===== src/rtl/tiny_nn_replay_pkg.sv =====
// tiny_nn_replay_pkg
// Shared types and constants for the tiny-nn stimulus-replay engine.
//   replay_state_e : engine state (idle, replaying stimulus, draining responses)
//   CRC_POLY/INIT  : CRC-16-CCITT parameters for the optional response signature
//   crc16_bit      : one MSB-first CRC shift step

package tiny_nn_replay_pkg;

  typedef enum logic [1:0] {
    ReplayIdle,
    ReplayPlay,
    ReplayDrain
  } replay_state_e;

  localparam logic [15:0] CRC_POLY = 16'h1021;
  localparam logic [15:0] CRC_INIT = 16'hFFFF;

  // Shift one data bit into the CRC, most significant data bit first.
  function automatic logic [15:0] crc16_bit(input logic [15:0] crc, input logic din);
    logic fb;
    fb = crc[15] ^ din;
    return {crc[14:0], 1'b0} ^ (fb ? CRC_POLY : 16'h0000);
  endfunction

endpackage


===== src/rtl/tiny_nn_replay_if.sv =====
// tiny_nn_replay_if
// Bundles the stimulus load handshake and the tiny-nn core data port.
// Signal names are written from the replay engine's point of view.
//   load_valid_i  : stimulus word valid (host -> engine)
//   load_data_i   : stimulus word, IN_W bits (host -> engine)
//   load_ready_o  : stimulus buffer accepts a word (engine -> host)
//   dut_data_o    : word driven to the core data_i, IN_W bits (engine -> core)
//   dut_data_i    : core data_o sampled each cycle, OUT_W bits (core -> engine)
//   dut_idle_i    : core FSM is in its idle state (core -> engine)
// Modports: slave = replay engine, master = host/core side.

interface tiny_nn_replay_if #(
  parameter int IN_W  = 16,
  parameter int OUT_W = 8
) ();

  logic             load_valid_i;
  logic [IN_W-1:0]  load_data_i;
  logic             load_ready_o;
  logic [IN_W-1:0]  dut_data_o;
  logic [OUT_W-1:0] dut_data_i;
  logic             dut_idle_i;

  modport slave (
    input  load_valid_i,
    input  load_data_i,
    output load_ready_o,
    output dut_data_o,
    input  dut_data_i,
    input  dut_idle_i
  );

  modport master (
    output load_valid_i,
    output load_data_i,
    input  load_ready_o,
    input  dut_data_o,
    output dut_data_i,
    output dut_idle_i
  );

endinterface


===== src/rtl/tiny_nn_replay_ram.sv =====
// tiny_nn_replay_ram
// Simple dual-port buffer: one synchronous write port and one registered
// read port with one cycle of latency. The read register resets to zero;
// the storage array itself is not reset.
//   clk_i, rst_i : clock, asynchronous active-high reset (read register only)
//   we_i         : write enable
//   waddr_i      : write address
//   wdata_i      : write data, W bits
//   raddr_i      : read address
//   rdata_o      : data at raddr_i as of the previous clock edge

module tiny_nn_replay_ram #(
  parameter int W     = 8,
  parameter int DEPTH = 256
) (
  input  logic                     clk_i,
  input  logic                     rst_i,
  input  logic                     we_i,
  input  logic [$clog2(DEPTH)-1:0] waddr_i,
  input  logic [W-1:0]             wdata_i,
  input  logic [$clog2(DEPTH)-1:0] raddr_i,
  output logic [W-1:0]             rdata_o
);

  logic [W-1:0] mem_q [DEPTH];
  logic [W-1:0] rdata_q;

  // Storage array: plain write port, no reset so it maps onto RAM.
  always_ff @(posedge clk_i) begin
    if (we_i) begin
      mem_q[waddr_i] <= wdata_i;
    end
  end

  // Registered read; a same-address write returns the old contents.
  always_ff @(posedge clk_i or posedge rst_i) begin
    if (rst_i) begin
      rdata_q <= '0;
    end else begin
      rdata_q <= mem_q[raddr_i];
    end
  end

  assign rdata_o = rdata_q;

endmodule


===== src/rtl/tiny_nn_replay.sv =====
// tiny_nn_replay
// Stimulus-replay and response-capture engine for the tiny-nn datapath.
// A host preloads stimulus words; on start they are streamed into the core
// one per clock while every core output byte is recorded. After the last
// word the engine keeps capturing until the core reports idle or
// IDLE_TIMEOUT drain cycles pass without idle.
// Optional feature: define TINY_NN_REPLAY_SIG_EN to add sig_o, a
// CRC-16-CCITT over every stored response.
// Ports:
//   clk_i, rst_i     : clock, asynchronous active-high reset
//   bus (slave)      : load handshake and core data port (see tiny_nn_replay_if)
//   clear_i          : empty both buffers (Idle only)
//   start_i          : begin a replay run (Idle only, needs >=1 word)
//   busy_o           : replay or drain in progress
//   done_o           : one-cycle pulse after a run ends
//   timeout_o        : sticky, last run gave up waiting for idle
//   overflow_o       : sticky, last run dropped responses
//   stim_count_o     : stimulus words loaded
//   resp_count_o     : responses stored
//   resp_rd_addr_i   : response read address
//   resp_rd_data_o   : response at address, one cycle latency
//   sig_o            : response CRC (TINY_NN_REPLAY_SIG_EN only)

module tiny_nn_replay
  import tiny_nn_replay_pkg::*;
#(
  parameter int IN_W         = 16,
  parameter int OUT_W        = 8,
  parameter int STIM_DEPTH   = 64,
  parameter int RESP_DEPTH   = 256,
  parameter int IDLE_TIMEOUT = 100
) (
  input  logic                          clk_i,
  input  logic                          rst_i,
  tiny_nn_replay_if.slave               bus,
  input  logic                          clear_i,
  input  logic                          start_i,
  output logic                          busy_o,
  output logic                          done_o,
  output logic                          timeout_o,
  output logic                          overflow_o,
  output logic [$clog2(STIM_DEPTH):0]   stim_count_o,
  output logic [$clog2(RESP_DEPTH):0]   resp_count_o,
  input  logic [$clog2(RESP_DEPTH)-1:0] resp_rd_addr_i,
  output logic [OUT_W-1:0]              resp_rd_data_o
`ifdef TINY_NN_REPLAY_SIG_EN
  ,
  output logic [15:0]                   sig_o
`endif
);

  localparam int SAW = $clog2(STIM_DEPTH);
  localparam int RAW = $clog2(RESP_DEPTH);
  localparam int TW  = $clog2(IDLE_TIMEOUT + 1);

  localparam logic [SAW:0]   STIM_FULL = (SAW + 1)'(STIM_DEPTH);
  localparam logic [SAW:0]   STIM_ONE  = (SAW + 1)'(1);
  localparam logic [RAW:0]   RESP_FULL = (RAW + 1)'(RESP_DEPTH);
  localparam logic [RAW:0]   RESP_ONE  = (RAW + 1)'(1);
  localparam logic [TW-1:0]  TMO_LIMIT = TW'(IDLE_TIMEOUT);
  localparam logic [TW-1:0]  TMO_ONE   = TW'(1);
  localparam logic [SAW-1:0] IDX_ONE   = SAW'(1);

  replay_state_e  state_q, state_d;
  logic [SAW-1:0] idx_q, idx_d;
  logic [SAW:0]   stim_count_q, stim_count_d;
  logic [RAW:0]   resp_count_q, resp_count_d;
  logic [TW-1:0]  tmo_cnt_q, tmo_cnt_d;
  logic           done_q, done_d;
  logic           timeout_q, timeout_d;
  logic           overflow_q, overflow_d;

  logic           load_ready;
  logic           stim_we;
  logic           resp_we;
  logic           capture;
  logic [IN_W-1:0] stim_rdata;

`ifdef TINY_NN_REPLAY_SIG_EN
  logic [15:0]    sig_q, sig_d;
  logic [15:0]    crc_next;
`endif

  // Loads are only offered in Idle and while the stimulus buffer has room.
  assign load_ready = (state_q == ReplayIdle) && (stim_count_q < STIM_FULL);

  // Next-state logic for the whole engine. The stimulus read address is
  // idx_d so the registered RAM output lines up with idx_q during Play.
  always_comb begin
    state_d      = state_q;
    idx_d        = idx_q;
    stim_count_d = stim_count_q;
    resp_count_d = resp_count_q;
    tmo_cnt_d    = tmo_cnt_q;
    done_d       = 1'b0;
    timeout_d    = timeout_q;
    overflow_d   = overflow_q;
    stim_we      = 1'b0;
    resp_we      = 1'b0;
    capture      = 1'b0;
`ifdef TINY_NN_REPLAY_SIG_EN
    sig_d        = sig_q;
    crc_next     = sig_q;
    for (int b = OUT_W - 1; b >= 0; b--) begin
      crc_next = crc16_bit(crc_next, bus.dut_data_i[b]);
    end
`endif

    unique case (state_q)
      ReplayIdle: begin
        if (clear_i) begin
          // Clear takes precedence over a same-cycle load or start.
          stim_count_d = '0;
          resp_count_d = '0;
        end else begin
          if (bus.load_valid_i && load_ready) begin
            stim_we      = 1'b1;
            stim_count_d = stim_count_q + STIM_ONE;
          end
          if (start_i && (stim_count_q != '0)) begin
            state_d      = ReplayPlay;
            idx_d        = '0;
            resp_count_d = '0;
            tmo_cnt_d    = '0;
            timeout_d    = 1'b0;
            overflow_d   = 1'b0;
`ifdef TINY_NN_REPLAY_SIG_EN
            sig_d        = CRC_INIT;
`endif
          end
        end
      end

      ReplayPlay: begin
        capture = 1'b1;
        if ({1'b0, idx_q} == (stim_count_q - STIM_ONE)) begin
          state_d = ReplayDrain;
          idx_d   = '0;
        end else begin
          idx_d = idx_q + IDX_ONE;
        end
      end

      ReplayDrain: begin
        capture = 1'b1;
        if (bus.dut_idle_i) begin
          state_d = ReplayIdle;
          done_d  = 1'b1;
        end else begin
          tmo_cnt_d = tmo_cnt_q + TMO_ONE;
          if ((tmo_cnt_q + TMO_ONE) == TMO_LIMIT) begin
            timeout_d = 1'b1;
            state_d   = ReplayIdle;
            done_d    = 1'b1;
          end
        end
      end

      default: begin
        state_d = ReplayIdle;
      end
    endcase

    // Every Play/Drain cycle captures; a full response buffer drops the byte.
    if (capture) begin
      if (resp_count_q == RESP_FULL) begin
        overflow_d = 1'b1;
      end else begin
        resp_we      = 1'b1;
        resp_count_d = resp_count_q + RESP_ONE;
`ifdef TINY_NN_REPLAY_SIG_EN
        sig_d        = crc_next;
`endif
      end
    end
  end

  // All engine state registers; reset aborts any run without a done pulse.
  always_ff @(posedge clk_i or posedge rst_i) begin
    if (rst_i) begin
      state_q      <= ReplayIdle;
      idx_q        <= '0;
      stim_count_q <= '0;
      resp_count_q <= '0;
      tmo_cnt_q    <= '0;
      done_q       <= 1'b0;
      timeout_q    <= 1'b0;
      overflow_q   <= 1'b0;
`ifdef TINY_NN_REPLAY_SIG_EN
      sig_q        <= CRC_INIT;
`endif
    end else begin
      state_q      <= state_d;
      idx_q        <= idx_d;
      stim_count_q <= stim_count_d;
      resp_count_q <= resp_count_d;
      tmo_cnt_q    <= tmo_cnt_d;
      done_q       <= done_d;
      timeout_q    <= timeout_d;
      overflow_q   <= overflow_d;
`ifdef TINY_NN_REPLAY_SIG_EN
      sig_q        <= sig_d;
`endif
    end
  end

  tiny_nn_replay_ram #(
    .W     (IN_W),
    .DEPTH (STIM_DEPTH)
  ) u_stim_ram (
    .clk_i   (clk_i),
    .rst_i   (rst_i),
    .we_i    (stim_we),
    .waddr_i (stim_count_q[SAW-1:0]),
    .wdata_i (bus.load_data_i),
    .raddr_i (idx_d),
    .rdata_o (stim_rdata)
  );

  tiny_nn_replay_ram #(
    .W     (OUT_W),
    .DEPTH (RESP_DEPTH)
  ) u_resp_ram (
    .clk_i   (clk_i),
    .rst_i   (rst_i),
    .we_i    (resp_we),
    .waddr_i (resp_count_q[RAW-1:0]),
    .wdata_i (bus.dut_data_i),
    .raddr_i (resp_rd_addr_i),
    .rdata_o (resp_rd_data_o)
  );

  // The core sees stimulus only during Play; zero otherwise.
  assign bus.dut_data_o   = (state_q == ReplayPlay) ? stim_rdata : '0;
  assign bus.load_ready_o = load_ready;

  assign busy_o       = (state_q != ReplayIdle);
  assign done_o       = done_q;
  assign timeout_o    = timeout_q;
  assign overflow_o   = overflow_q;
  assign stim_count_o = stim_count_q;
  assign resp_count_o = resp_count_q;
`ifdef TINY_NN_REPLAY_SIG_EN
  assign sig_o        = sig_q;
`endif

endmodule


===== src/flat_wrapper.sv =====
// flat-port wrapper written by rule: the top's interface ports become plain ports
module tiny_nn_replay_flat import tiny_nn_replay_pkg::*;
#(
  parameter int IN_W         = 16,
  parameter int OUT_W        = 8,
  parameter int STIM_DEPTH   = 64,
  parameter int RESP_DEPTH   = 256,
  parameter int IDLE_TIMEOUT = 100
)
  (clk_i, rst_i, clear_i, start_i, busy_o, done_o, timeout_o, overflow_o, stim_count_o, resp_count_o, resp_rd_addr_i, resp_rd_data_o, bus_load_valid_i, bus_load_data_i, bus_load_ready_o, bus_dut_data_o, bus_dut_data_i, bus_dut_idle_i);
  tiny_nn_replay_if #(.IN_W(IN_W), .OUT_W(OUT_W)) bus_i ();
  input  logic clk_i;
  input  logic rst_i;
  input  logic clear_i;
  input  logic start_i;
  output logic busy_o;
  output logic done_o;
  output logic timeout_o;
  output logic overflow_o;
  output logic [$clog2(STIM_DEPTH):0] stim_count_o;
  output logic [$clog2(RESP_DEPTH):0] resp_count_o;
  input  logic [$clog2(RESP_DEPTH)-1:0] resp_rd_addr_i;
  output logic [OUT_W-1:0] resp_rd_data_o;
  input wire logic [$bits(bus_i.load_valid_i)-1:0] bus_load_valid_i;
  input wire logic [$bits(bus_i.load_data_i)-1:0] bus_load_data_i;
  output wire logic [$bits(bus_i.load_ready_o)-1:0] bus_load_ready_o;
  output wire logic [$bits(bus_i.dut_data_o)-1:0] bus_dut_data_o;
  input wire logic [$bits(bus_i.dut_data_i)-1:0] bus_dut_data_i;
  input wire logic [$bits(bus_i.dut_idle_i)-1:0] bus_dut_idle_i;
  assign bus_i.load_valid_i = bus_load_valid_i;
  assign bus_i.load_data_i = bus_load_data_i;
  assign bus_load_ready_o = bus_i.load_ready_o;
  assign bus_dut_data_o = bus_i.dut_data_o;
  assign bus_i.dut_data_i = bus_dut_data_i;
  assign bus_i.dut_idle_i = bus_dut_idle_i;
  tiny_nn_replay #(.IN_W(IN_W), .OUT_W(OUT_W), .STIM_DEPTH(STIM_DEPTH), .RESP_DEPTH(RESP_DEPTH), .IDLE_TIMEOUT(IDLE_TIMEOUT)) u_core (.clk_i(clk_i), .rst_i(rst_i), .bus(bus_i), .clear_i(clear_i), .start_i(start_i), .busy_o(busy_o), .done_o(done_o), .timeout_o(timeout_o), .overflow_o(overflow_o), .stim_count_o(stim_count_o), .resp_count_o(resp_count_o), .resp_rd_addr_i(resp_rd_addr_i), .resp_rd_data_o(resp_rd_data_o));
endmodule

===== config.mk =====
export PLATFORM = sky130hd
export DESIGN_NAME = tiny_nn_replay_flat
export DESIGN_NICKNAME = d
export VERILOG_FILES = /design/src/rtl/tiny_nn_replay_pkg.sv /design/src/rtl/tiny_nn_replay_if.sv /design/src/rtl/tiny_nn_replay_ram.sv /design/src/rtl/tiny_nn_replay.sv /design/src/flat_wrapper.sv
export SDC_FILE = /design/constraint.sdc
export NUM_CORES = 2
export LEC_CHECK = 0
export ABC_AREA = 1
export BUFFER_PORTS_ARGS = -buffer_cell sky130_fd_sc_hd__clkbuf_2
export CORE_ASPECT_RATIO = 1.75
export CORE_MARGIN = 4
export CORE_UTILIZATION = 40
export DETAILED_ROUTE_END_ITERATION = 12
export PLACE_DENSITY = 0.6
export SYNTH_ARGS = -nofsm -noshare
export SYNTH_HDL_FRONTEND = slang
export SYNTH_SLANG_ARGS = --single-unit

===== constraint.sdc =====
create_clock -name clk_i -period 3.02 [get_ports clk_i]
set_clock_uncertainty 0.05 [all_clocks]
set_input_delay 0.453 -clock clk_i [delete_from_list [all_inputs] [get_ports clk_i]]
set_output_delay 0.453 -clock clk_i [all_outputs]
set_load 0.1 [all_outputs]

==> Flow_metrics.wiki <==
{| class="wikitable"
! Metric !! Value
|-
| Status || finished, violations left
|-
| Failing checks || negative setup slack
|-
| Area of the core region || 321000 um^2
|-
| Pin count of the biggest net entering global routing || 106
|-
| Flop2flop setup slack || -0.07 ns
|-
| Number of cells traversed by the worst hold path || 2
|-
| Iteration-0 DRC Markers || 8629
|-
| Global-route track usage on met2 || 0.419
|-
| Floorplan row count || 275
|-
| Number of synthesized flops with an enable pin || 3072
|-
| Aggregate global-route resource usage || 0.237
|-
| Element type at the critical path start || flip-flop
|-
| GP Congestion || 0.958
|-
| Maximum resistive drop on vdd || 667 uV
|-
| Residual overflow from global routing || 0
|-
| Met3 demand-to-capacity share in global routing || 0.0302
|-
| Cells after Synth || 10700
|-
| Utilization after layout || 0.491
|-
| Leading register cell type out of synthesis || sky130_fd_sc_hd__edfxtp_1
|-
| Final HPWL from detailed placement || 263000 um
|-
| Ports placed on the boundary || 83
|-
| Portion of the clock cycle consumed by the worst path in the final layout || 1.02
|-
| Post-layout min period || 3.09 ns
|-
| Sum of routed wire length over all layers || 414000 um
|-
| Slew at the pin with the worst max-slew slack || 1.13 ns
|-
| CTS Buffer Depth || 4
|-
| Unrepaired setup endpoints after global routing || true
|-
| Post-layout nets || 11600
|-
| Relative slew slack || 0.249
|-
| Htree depth || 5
|-
| First-pass GRT wire length || 592000 um
|-
| Yosys Warn Count || 0
|-
| Endpoints failing hold || 0
|-
| Total via count in the routed design || 89700
|-
| Clock latency on the worst-skew pair || 0.88 ns
|-
| Cell accounting for the most synthesized area || sky130_fd_sc_hd__edfxtp_1
|-
| Max Freq || 0.324 GHz
|-
| Global routing usage on met1 || 0.262
|-
| Remaining number of nets flagged by the antenna check after routing || 0
|-
| Count of non-filler cells in the finished layout || 16100
|-
| Worst slack at placement || -0.758 ns
|-
| Worst setup slack after layout || -0.0683 ns
|-
| Required time reported for the critical path endpoint || 3.78 ns
|-
| Synth Register Bits || 3130
|-
| Average instance area after synthesis || 12.0 um^2
|-
| Clock tree from TritonCTS || built
|-
| Die W || 437 um
|-
| RR Startpoint || u_core.stim_count_o[0]
|-
| Die area || 332000 um^2
|-
| Area of the mapped netlist || 129000 um^2
|-
| CTS Sinks || 3130
|-
| Worst hold path class || in2reg
|-
| Reg2Reg Capture Point || u_core.u_stim_ram.rdata_o[6]
|-
| Critical-path maximum fanout || 6
|-
| Antenna violations before repair || 5
|-
| Sequential-to-total area share from yosys stat || 0.726
|-
| Most frequently used cell type in the post-synthesis netlist || sky130_fd_sc_hd__edfxtp_1
|-
| Largest cells by area after synthesis || sky130_fd_sc_hd__edfxtp_1 71%, sky130_fd_sc_hd__nand3_1 5.1%, sky130_fd_sc_hd__o21ai_0 4.7%, sky130_fd_sc_hd__nor2_1 4.5%, sky130_fd_sc_hd__o22ai_1 2.9%
|-
| Net Count, Synth || 10800
|-
| DR vias/cell || 5.58
|-
| Arrival time at the worst endpoint || 3.84 ns
|-
| Number of buffers added on ports || 82
|-
| Number of placed instances, taps included || 15400
|-
| Number of max-slew violations in the final report || 0
|-
| Area share of the largest cell type after synthesis || 0.715
|-
| Clock Tree Root || sky130_fd_sc_hd__clkbuf_16
|-
| Synth top cells by count || 3072 x sky130_fd_sc_hd__edfxtp_1, 1564 x sky130_fd_sc_hd__nor2_1, 1314 x sky130_fd_sc_hd__nand3_1
|-
| Mean routed wirelength per cell || 25.7 um
|-
| Reg clk slew, reported paths || 0.06 ns
|-
| Number of global-route vias before repair || 89400
|-
| Worst Hold Endpoint || u_core.u_stim_ram.mem_q[2][13]
|-
| Initial core utilization || 0.402
|-
| Die extent in y || 760 um
|-
| Max-cap violations || 0
|-
| Area growth syn-to-layout || 22.0%
|-
| Share of layout cells above drive strength 1 || 0.181
|-
| Final setup violating endpoints || 11
|-
| Library cells used by synthesis || 38
|-
| Remaining DRCs || 0
|-
| Crit Path Category || reg2reg
|-
| Power density over the cells || 834 nW/um^2
|-
| First-pass DRT Iterations || 6
|-
| Critical path capture point type || flip-flop
|-
| Share of synthesized registers carrying an async set or reset || 0.0185
|-
| TritonCTS Buffers || 295
|-
| GRT Max-Usage Layer || met2
|-
| Leakage dissipation || 55.8 nW
|-
| Startpoint of the tightest hold check path || bus_load_data_i[13]
|-
| Reg2Reg Depth || 22
|}
==> power by group <==
group / internal (mW) / switching [mW]
clock network: 21.4 / 16.5
logic: 16.9 / 28.0
registers: 48.2 / 0.346
total: 86.4 / 44.9
==> through the flow <==
step                      area (um^2)  setup TNS [ns]  total power [mW]  hold WS, ns
after floorplan                129000         -831.32              67.4        0.429
after global placement         143000          -12.02              83.3        0.440
after CTS                      155000          -0.952               125     0.000613
after detailed placement       143000          -12.14              83.5        0.444
final                          157000          -0.315               131       0.0352
after global routing           157000           -1.55               136      0.00293
==> state kept, by name, indices dropped and copies added, names as in the netlist <==
| signal | count |
|---|---|
| u_core.tmo_cnt_q | 7 |
| u_core.resp_count_o | 9 |
| u_core.timeout_o | 1 |
| u_core.u_stim_ram.mem_q | 1024 |
| u_core.overflow_o | 1 |
| u_core.done_o | 1 |
| u_core.u_resp_ram.mem_q | 2048 |
| u_core.stim_count_o | 7 |
| u_core.idx_q | 6 |
| u_core.state_q | 2 |
| u_core.u_stim_ram.rdata_o | 16 |
| u_core.u_resp_ram.rdata_o | 8 |
==> worst max-delay path, stage by stage (launching register included) <==
cell                      delay (ns)
sky130_fd_sc_hd__dfrtp_1        0.41
sky130_fd_sc_hd__inv_2          0.10
sky130_fd_sc_hd__ha_4           0.16
sky130_fd_sc_hd__buf_4          0.11
sky130_fd_sc_hd__nand3_1        0.07
sky130_fd_sc_hd__nand2_1        0.07
sky130_fd_sc_hd__nand2_1        0.07
sky130_fd_sc_hd__nor2_2         0.13
sky130_fd_sc_hd__nand3_2        0.14
sky130_fd_sc_hd__nand3_4        0.14
sky130_fd_sc_hd__buf_6          0.14
sky130_fd_sc_hd__nand2_8        0.09
sky130_fd_sc_hd__buf_12         0.17
sky130_fd_sc_hd__buf_16         0.14
sky130_fd_sc_hd__buf_12         0.14
sky130_fd_sc_hd__buf_6          0.12
sky130_fd_sc_hd__nand2_2        0.06
sky130_fd_sc_hd__nand3_1        0.09
sky130_fd_sc_hd__nand3_2        0.09
sky130_fd_sc_hd__nand3_4        0.09
sky130_fd_sc_hd__nand3_4        0.20
sky130_fd_sc_hd__nand3_4        0.14
sky130_fd_sc_hd__nand2_2        0.08
==> kinds of logic after synthesis <==
kind of cell	synth area share
and+or+nand+nor	0.148
DFF	0.726
AOI/OAI and AO/OA	0.0788
buffers and inverters	0.0452
adders and majority gates	0.00126
xor gates and xnor gates	0.000814
muxes	0.0000775
==> what timing repair did <==
| action | CTS | global route |
|---|---|---|
| setup endpoints to repair | 73 | 659 |
| gates resized for setup | 272 | 355 |
| pin swaps | 36 | 100 |
| buffers inserted | 48 | 36 |
| cloned | 18 | 39 |
| hold buffers | 13 | 0 |
| endpoints found under the hold margin | 276 | 0 |
==> cell type report <==
class / instances / area (um^2)
inverters: 664 / 2540
repair buffers: 1293 / 14300
multi-input cells: 6164 / 31900
fillers: 27600 / 164000
clock inverters: 158 / 1790
diodes: 2 / 5.00
flip-flops and latches: 3130 / 93700
well taps: 4293 / 5370
clock buffers: 364 / 7840
==> worst max-delay path by stage <==
stage                            from                             end  slack [ns]  cells after the start
5_1_grt        u_core.stim_count_o[0]    u_core.u_stim_ram.rdata_o[1]       -0.14                     21
2_1_floorplan       u_core.state_q[0]  u_core.u_stim_ram.mem_q[18][0]       -0.58                      8
4_1_cts        u_core.stim_count_o[2]    u_core.u_stim_ram.rdata_o[1]       -0.13                     20
3_3_place_gp   u_core.stim_count_o[1]    u_core.u_stim_ram.rdata_o[6]       -0.76                     22
6_report       u_core.stim_count_o[0]    u_core.u_stim_ram.rdata_o[6]       -0.07                     22
3_5_place_dp   u_core.stim_count_o[0]    u_core.u_stim_ram.rdata_o[1]       -0.76                     18
==> metal layers <==
| layer | wire, um | up-vias | share of wire |
|---|---|---|---|
| li1 | - | 40100 | - |
| met1 | 143000 | 44600 | 0.35 |
| met2 | 210000 | 3752 | 0.51 |
| met3 | 24100 | 1186 | 0.058 |
| met4 | 36300 | 2 | 0.088 |
| met5 | 13 | - | 0.000031 |
==> cells in the final DEF, fill, tap and decap left out, types with 25 or more instances in the layout <==
cell type,n
sky130_fd_sc_hd__edfxtp_1,3072
sky130_fd_sc_hd__nor2_1,1489
sky130_fd_sc_hd__o21ai_0,1210
sky130_fd_sc_hd__nand3_1,1045
sky130_fd_sc_hd__nand2_1,942
sky130_fd_sc_hd__buf_4,830
sky130_fd_sc_hd__inv_1,643
sky130_fd_sc_hd__o22ai_1,607
sky130_fd_sc_hd__nand3b_1,368
sky130_fd_sc_hd__clkbuf_16,336
sky130_fd_sc_hd__buf_12,246
sky130_fd_sc_hd__nand3_2,198
sky130_fd_sc_hd__nand3_4,72
sky130_fd_sc_hd__nor2_2,65
sky130_fd_sc_hd__buf_6,63
sky130_fd_sc_hd__clkbuf_1,58
sky130_fd_sc_hd__dfrtp_1,55
sky130_fd_sc_hd__clkbuf_2,44
sky130_fd_sc_hd__clkinv_1,43
sky130_fd_sc_hd__clkinv_2,41
sky130_fd_sc_hd__nand2_2,37
sky130_fd_sc_hd__bufinv_16,32
sky130_fd_sc_hd__buf_16,31
sky130_fd_sc_hd__a21oi_1,25
Note: power is estimated with default switching activity, not from simulation.
